$ cat src/rtl/alu_pkg.sv
// Shared definitions for the registered ALU: default width, opcode type and opcode constants.
package alu_pkg;

  localparam int unsigned ALU_WIDTH = 4;
  localparam int unsigned OP_W      = 3;

  typedef logic [OP_W-1:0] op_t;

  localparam op_t OP_ADD = 3'b000;
  localparam op_t OP_SUB = 3'b001;
  localparam op_t OP_AND = 3'b010;
  localparam op_t OP_OR  = 3'b011;
  localparam op_t OP_XOR = 3'b100;
  localparam op_t OP_NOT = 3'b101;
  localparam op_t OP_SHL = 3'b110;
  localparam op_t OP_SHR = 3'b111;

endpackage : alu_pkg

$ cat src/rtl/alu_adder.sv
// Ripple-carry adder built from full-adder cells.
// It also exposes the carry into the MSB so the caller can derive signed overflow.
module alu_adder #(
  parameter int unsigned WIDTH = 4
) (
  input  logic [WIDTH-1:0] a,
  input  logic [WIDTH-1:0] b,
  input  logic             cin,
  output logic [WIDTH-1:0] s,
  output logic             cout,
  output logic             c_msb
);

  logic [WIDTH:0] c;

  assign c[0] = cin;

  for (genvar i = 0; i < WIDTH; i++) begin : g_fa
    assign s[i]   = a[i] ^ b[i] ^ c[i];
    assign c[i+1] = (a[i] & b[i]) | (c[i] & (a[i] ^ b[i]));
  end

  assign cout  = c[WIDTH];
  assign c_msb = c[WIDTH-1];

endmodule : alu_adder

$ cat src/rtl/alu_implementation.sv
// Registered ALU: opcode mux and flag logic feed one output register stage.
// The output register stage is cleared asynchronously by rst_n.
module alu_implementation
  import alu_pkg::*;
#(
  parameter int unsigned WIDTH = ALU_WIDTH
) (
  input  logic             clk,
  input  logic             rst_n,
  input  logic [WIDTH-1:0] A,
  input  logic [WIDTH-1:0] B,
  input  op_t              op,
  output logic [WIDTH-1:0] sum,
  output logic             ovf,
  output logic             negf,
  output logic             zf,
  output logic             carf
);

  logic             is_sub;
  logic [WIDTH-1:0] add_b;
  logic [WIDTH-1:0] add_s;
  logic             add_cout;
  logic             add_cmsb;

  logic [WIDTH-1:0] sum_d, sum_q;
  logic             ovf_d, ovf_q;
  logic             negf_d, negf_q;
  logic             zf_d, zf_q;
  logic             carf_d, carf_q;

  // SUB reuses the adder as A + ~B + 1.
  assign is_sub = (op == OP_SUB);
  assign add_b  = is_sub ? ~B : B;

  alu_adder #(
    .WIDTH (WIDTH)
  ) u_adder (
    .a     (A),
    .b     (add_b),
    .cin   (is_sub),
    .s     (add_s),
    .cout  (add_cout),
    .c_msb (add_cmsb)
  );

  always_comb begin
    sum_d  = '0;
    ovf_d  = 1'b0;
    carf_d = 1'b0;
    case (op)
      OP_ADD: begin
        sum_d  = add_s;
        carf_d = add_cout;
        ovf_d  = add_cout ^ add_cmsb;
      end
      OP_SUB: begin
        sum_d  = add_s;
        carf_d = ~add_cout;
        ovf_d  = add_cout ^ add_cmsb;
      end
      OP_AND: sum_d = A & B;
      OP_OR:  sum_d = A | B;
      OP_XOR: sum_d = A ^ B;
      OP_NOT: sum_d = ~A;
      OP_SHL: begin
        sum_d  = {A[WIDTH-2:0], 1'b0};
        carf_d = A[WIDTH-1];
        ovf_d  = A[WIDTH-1] ^ A[WIDTH-2];
      end
      OP_SHR: begin
        sum_d  = {1'b0, A[WIDTH-1:1]};
        carf_d = A[0];
      end
      default: sum_d = '0;
    endcase
    zf_d   = (sum_d == '0);
    negf_d = sum_d[WIDTH-1];
  end

  always_ff @(posedge clk or negedge rst_n) begin
    if (!rst_n) begin
      sum_q  <= '0;
      ovf_q  <= 1'b0;
      negf_q <= 1'b0;
      zf_q   <= 1'b1;
      carf_q <= 1'b0;
    end else begin
      sum_q  <= sum_d;
      ovf_q  <= ovf_d;
      negf_q <= negf_d;
      zf_q   <= zf_d;
      carf_q <= carf_d;
    end
  end

  assign sum  = sum_q;
  assign ovf  = ovf_q;
  assign negf = negf_q;
  assign zf   = zf_q;
  assign carf = carf_q;

endmodule : alu_implementation

$ cat config.mk
export PLATFORM = sky130hd
export DESIGN_NAME = alu_implementation
export DESIGN_NICKNAME = d
export VERILOG_FILES = /design/src/rtl/alu_pkg.sv /design/src/rtl/alu_adder.sv /design/src/rtl/alu_implementation.sv
export SDC_FILE = /design/constraint.sdc
export NUM_CORES = 1
export LEC_CHECK = 0
export CORE_AREA = 3 3 49 51
export CTS_CLUSTER_SIZE = 40
export DETAILED_ROUTE_END_ITERATION = 8
export DIE_AREA = 0 0 52 54
export PLACE_DENSITY = 0.65
export SKIP_CTS_REPAIR_TIMING = 1
export SLEW_MARGIN = 20
export SYNTH_ARGS = -nofsm -noshare
export SYNTH_HDL_FRONTEND = slang
export SYNTH_HIERARCHICAL = 1
export SYNTH_SLANG_ARGS = --single-unit
$ cat constraint.sdc
create_clock -name clk -period 0.8 [get_ports clk]
set_input_delay 0.16 -clock clk [delete_from_list [all_inputs] [get_ports clk]]
set_output_delay 0.16 -clock clk [all_outputs]
set_load 0.02 [all_outputs]
* Yosys cells after proc, flatten, opt, wreduce, memory -nomap -nowiden
Cells that the tools add are included.
** Word-level totals
- Flip-flop bits (word level) :: 8
- Input port bits :: 13
- Output and inout port bits :: 8
- Logic and storage cells :: 47
** Cells by class
- Equality and inequality tests :: 7
- Muxes and demuxes :: 4
- Bitwise operators :: 28
- Reduce and logical (&&, ||, !) cells :: 3
** Operators by type and width (number)
- 4-bit case mux with 7 select lines :: 1
- 3-bit == test (second input constant) :: 4
- 1-bit XOR :: 10
- 1-bit bitwise AND :: 8
- 4-bit inverter :: 2
- 3-bit by 2-bit == test with 1-bit output (second input constant) :: 2
- 4-bit bitwise AND :: 1
- 4-bit zero test :: 1
- 4-bit two-way mux :: 1
- 1-bit bitwise OR :: 4
- 4-bit bitwise OR :: 1
- 1-bit case mux with 4 select lines :: 1
- 4-bit XOR :: 1
- 3-bit by 1-bit == test with 1-bit output (second input constant) :: 1
- 3-bit zero test :: 1
- 1-bit case mux with 2 select lines :: 1
- 2-bit OR reduction :: 1
- 1-bit inverter :: 1

* Longest topological paths before layout
- Depth after elaboration :: 13
- Depth in mapped cells :: 12
- Depth with buffers taken out :: 11

* Cells and area by module
Netlist, hierarchy kept.
** By module, submodules not included
- alu_implementation :: instances 1, cells an instance 82, area an instance 679.4 sq um, seq. area each 176.4 sq um
- alu_adder :: instances 1, cells an instance 12, area an instance 110.1 sq um, seq. area each 0.0 sq um

* Worst setup path before layout
Ideal clock, no wire load.
- Path type :: input port to flip-flop
- Start point :: input op[2]
- End point :: register zf_q, in the netlist zf
- Library setup time :: 0.090 ns
- Arrival :: 2.877 ns
- Required time :: 0.710 ns
- Slack :: -2.167 ns
- Stages :: 12
- Buffers on the path :: 1
- Cell sequence :: buf_2 or2_2 nor2_2 xnor2_1 fa_1 inv_1 fa_1 fa_1 inv_1 fa_1 o32a_1 nor4_2
** Between the ends
- Longest elaborated chain between the ends :: 12
- Elaborated cells between the ends (all ways) :: 29
- Those cells by class :: eq/ne (7); mux (2); bitwise (17); reduce/logical (3)
** Ends and longest elaborated chain
- from (decl) :: line alu_implementation.sv:12 : input op_t op,
- 3-bit by 1-bit == test with 1-bit output (*) :: line alu_implementation.sv:33 : assign is_sub = (op == OP_SUB);
- named net is_sub :: line alu_implementation.sv:20 : logic is_sub;
- 4-bit two-way mux (*) :: line alu_implementation.sv:34 : assign add_b = is_sub ? ~B : B;
- named net add_b[0] :: line alu_implementation.sv:21 : logic [WIDTH-1:0] add_b;
- 1-bit XOR :: line alu_adder.sv:20 : assign c[i+1] = (a[i] & b[i]) | (c[i] & (a[i] ^ b[i]));
- 1-bit bitwise AND :: line alu_adder.sv:20
- 1-bit bitwise OR (*) :: line alu_adder.sv:20
- 1-bit bitwise AND (*) :: line alu_adder.sv:20
- [... 2 more ...]
- 1-bit bitwise OR (*) :: line alu_adder.sv:20
- named net add_cmsb :: line alu_implementation.sv:24 : logic add_cmsb;
- 1-bit XOR (*) :: line alu_adder.sv:19 : assign s[i] = a[i] ^ b[i] ^ c[i];
- named net add_s[3] :: line alu_implementation.sv:22 : logic [WIDTH-1:0] add_s;
- 4-bit case mux with 7 select lines (*) :: line alu_implementation.sv:51 : case (op)
- named net sum_d[3] :: line alu_implementation.sv:26 : logic [WIDTH-1:0] sum_d, sum_q;
- 4-bit zero test (*) :: line alu_implementation.sv:77 : zf_d = (sum_d == '0);
- named net zf_d :: line alu_implementation.sv:29 : logic zf_d, zf_q;
- to (signal assigned) :: line alu_implementation.sv:92 : zf_q <= zf_d;
- to (decl) :: line alu_implementation.sv:29
The timed path passes the listed nets; every way through them passes the cells marked *.

* Worst setup path in the final report
Ends and elaborated chain as after synthesis.

==> flow_summary.toml <==
[sta]
max_freq_mhz = 398
slew_violations = 0
setup_tns_ps = -10200
finalHoldViolCount = 0
slew_headroom_pct = 83.0
rsz0062_at_grt = "true"
worst_slack_ps = -1710
worst_pin_slew_ps = 254
min_period_ps = 2510
setup_viol = 15
min_period_over_period_pct = 314

[worst_hold_path]
hold_path.class = "in -> async"

[die]
io_pins = 21
dieArea_mm2 = 0.00281
dieWidth_um = 52
core_mm2 = 0.00198
die_y_um = 54
initial_utilization_pct = 39.8
num_rows = 16

[grt]
grt_max_degree = 17
antenna_found_initial = 0
grt_pass1_wl_um = 3240
gr-total-overflow = 0
grt_pass1_vias = 730
grt_usage_pct = 15.6

[routing]
vias = 771
routedWlPerCell_um = 11.8
drc = 0
ant_nets = 0
drtIter0Drc = 4
drt-total-wl_um = 1970
vias_per_cell = 4.62
dr.pass1.iters = 4

[synthesis]
synth_edf_count = 0
synth_top_area_share_pct = 19.0
ys_top_cells_by_area = "dfrtp_1 19%, ha_1 13%, fa_1 10%"
synth_area_um2 = 790
syn_avg_cell_area_um2 = 8.40
synth-seq-cells = 7
synth-async-reset-ratio_pct = 100
synth.most_common_cell = "inv_1"
yosysSeqAreaShare_pct = 22.3
synth_largest_area_cell = "dfrtp_1"
synthTopCellsByCount = "18 x inv_1, 8 x ha_1, 7 x xnor2_1, 6 x dfrtp_1"
ys_warn_count = 6
ys_types = 32
syn_inst = 94
synth_nets = 119
ys.flop_type = "dfrtp_1"

[critical_path]
arrival_ps = 2670
crit_path_max_incr_delay_ps = 390
required_ps = 960
end_kind = "flop"
cp_max_fo = 2
slowest_stage = "fa_1"
critPathTopFamily = "adder cells"
worst_setup_path_start_kind = "input port"
worstSetupPathType = "in -> reg"
path_buf_inv = 3
cpMostUsedCell = "fa_2"
path_cells = "buf_6, or2_4, nor2_4, xnor2_2, fa_2, inv_2, fa_2, fa_2, inv_2, fa_1, o32a_1, nor4_2"

[outcome]
status = "complete, but fails checks"
violations = "negative setup slack"

[clock_network]
cts_buffers = 3
clk_pin_slew_worst_paths_ps = 50
cts_sinks = 7
htree_levels = 1
root_buffer = "clkbuf_4"
tritoncts = "yes"
clk_path_buf_depth = 2

[place]
gp_congestion = 0.810
dpl.cell_count = 159
port_buffers = 20
placed_cell_area_mm2 = 0.00119
dp_hpwl_um = 1560
place_ws_ps = -2220

[flow_run]
drv_cap = 0

[final_layout]
finalInstanceArea_mm2 = 0.00128
area_growth_pct = 62.0
drive_above_1_share_pct = 42.1
finalNonFillerCells = 167
nNetsFinal = 166
num-fill-cells = 176
antenna_cells = 0

[power]
p_per_area_mw_per_mm2 = 1190
peakVddDrop_mv = 0.611
leakage_nw = 0.646
## cells in the final DEF, fill, tap and decap left out, types with 3 or more instances in the layout
| cell | count |
|---|---|
| a21oi_1 | 4 |
| a22oi_1 | 3 |
| buf_4 | 26 |
| buf_6 | 9 |
| clkbuf_4 | 3 |
| clkdlybuf4s50_1 | 7 |
| dfrtp_1 | 6 |
| dlymetal6s2s_1 | 3 |
| fa_2 | 3 |
| ha_1 | 8 |
| inv_1 | 13 |
| inv_2 | 6 |
| nand2_1 | 4 |
| nand2b_1 | 3 |
| nor2_1 | 4 |
| o21ai_0 | 4 |
| xnor2_1 | 6 |
## cells by family after synthesis
group,after synthesis,share of synthesized area [%]
multiplexers,2,2.54
AO/OA/AOI/OAI,22,17.7
flip-flops,7,22.3
AND/OR/NAND/NOR,20,13.9
adder cells (fa/ha/maj),12,22.8
buffers and inverters,24,12.8
XOR/XNOR,7,7.77
## path summary, 6_finish.rpt
| kind | start | endpoint | slack [ps] | cells after the start |
|---|---|---|---|---|
| max | op[2] | zf | -1710 | 12 |
| min | rst_n | negf | 250 | 2 |
| max in group asynchronous | rst_n | sum[0] | 460 | 2 |
| min in group clk | op[2] | carf | 330 | 4 |
## where the power goes
part / internal (mW) / leakage, nW / total (mW) / switching, mW
logic: 0.422 / 0.547 / 0.798 / 0.376
clock network: 0.189 / 0.0150 / 0.302 / 0.112
registers: 0.401 / 0.0835 / 0.423 / 0.0215
total: 1.01 / 0.646 / 1.52 / 0.509
## through the flow
step	utilization, %	total power, mW	hold WS [ps]
after CTS	61.3	1.46	247
after floorplan	-	0.811	-136
after detailed placement	60.0	1.15	503
after global routing	64.5	1.64	244
after global placement	60.0	1.13	500
final	64.5	1.52	247
## area by class of cell
type	instances	area [um2]	area share [%]
multi-input cells	63	557	43.5
repair buffers	47	414	32.4
flip-flops and latches	7	176	13.8
inverters	19	71.3	5.58
well taps	27	33.8	2.64
clock buffers	4	26.3	2.05
## flip-flops by register name (all words and copies together) (netlist names)
signal / flops
carf: 1
negf: 1
ovf: 1
sum: 3
zf: 1
## layer usage
metal | share of wire, % | GRT usage [%] | up-vias
met1 | 41 | 17.9 | 352
met3 | 4.3 | 2.49 | 0
met5 | 0 | 0 | -
met4 | 0 | 5.24 | 0
met2 | 55 | 29.3 | 18
li1 | - | - | 401
No activity file was read; power rests on OpenSTA's default activity.
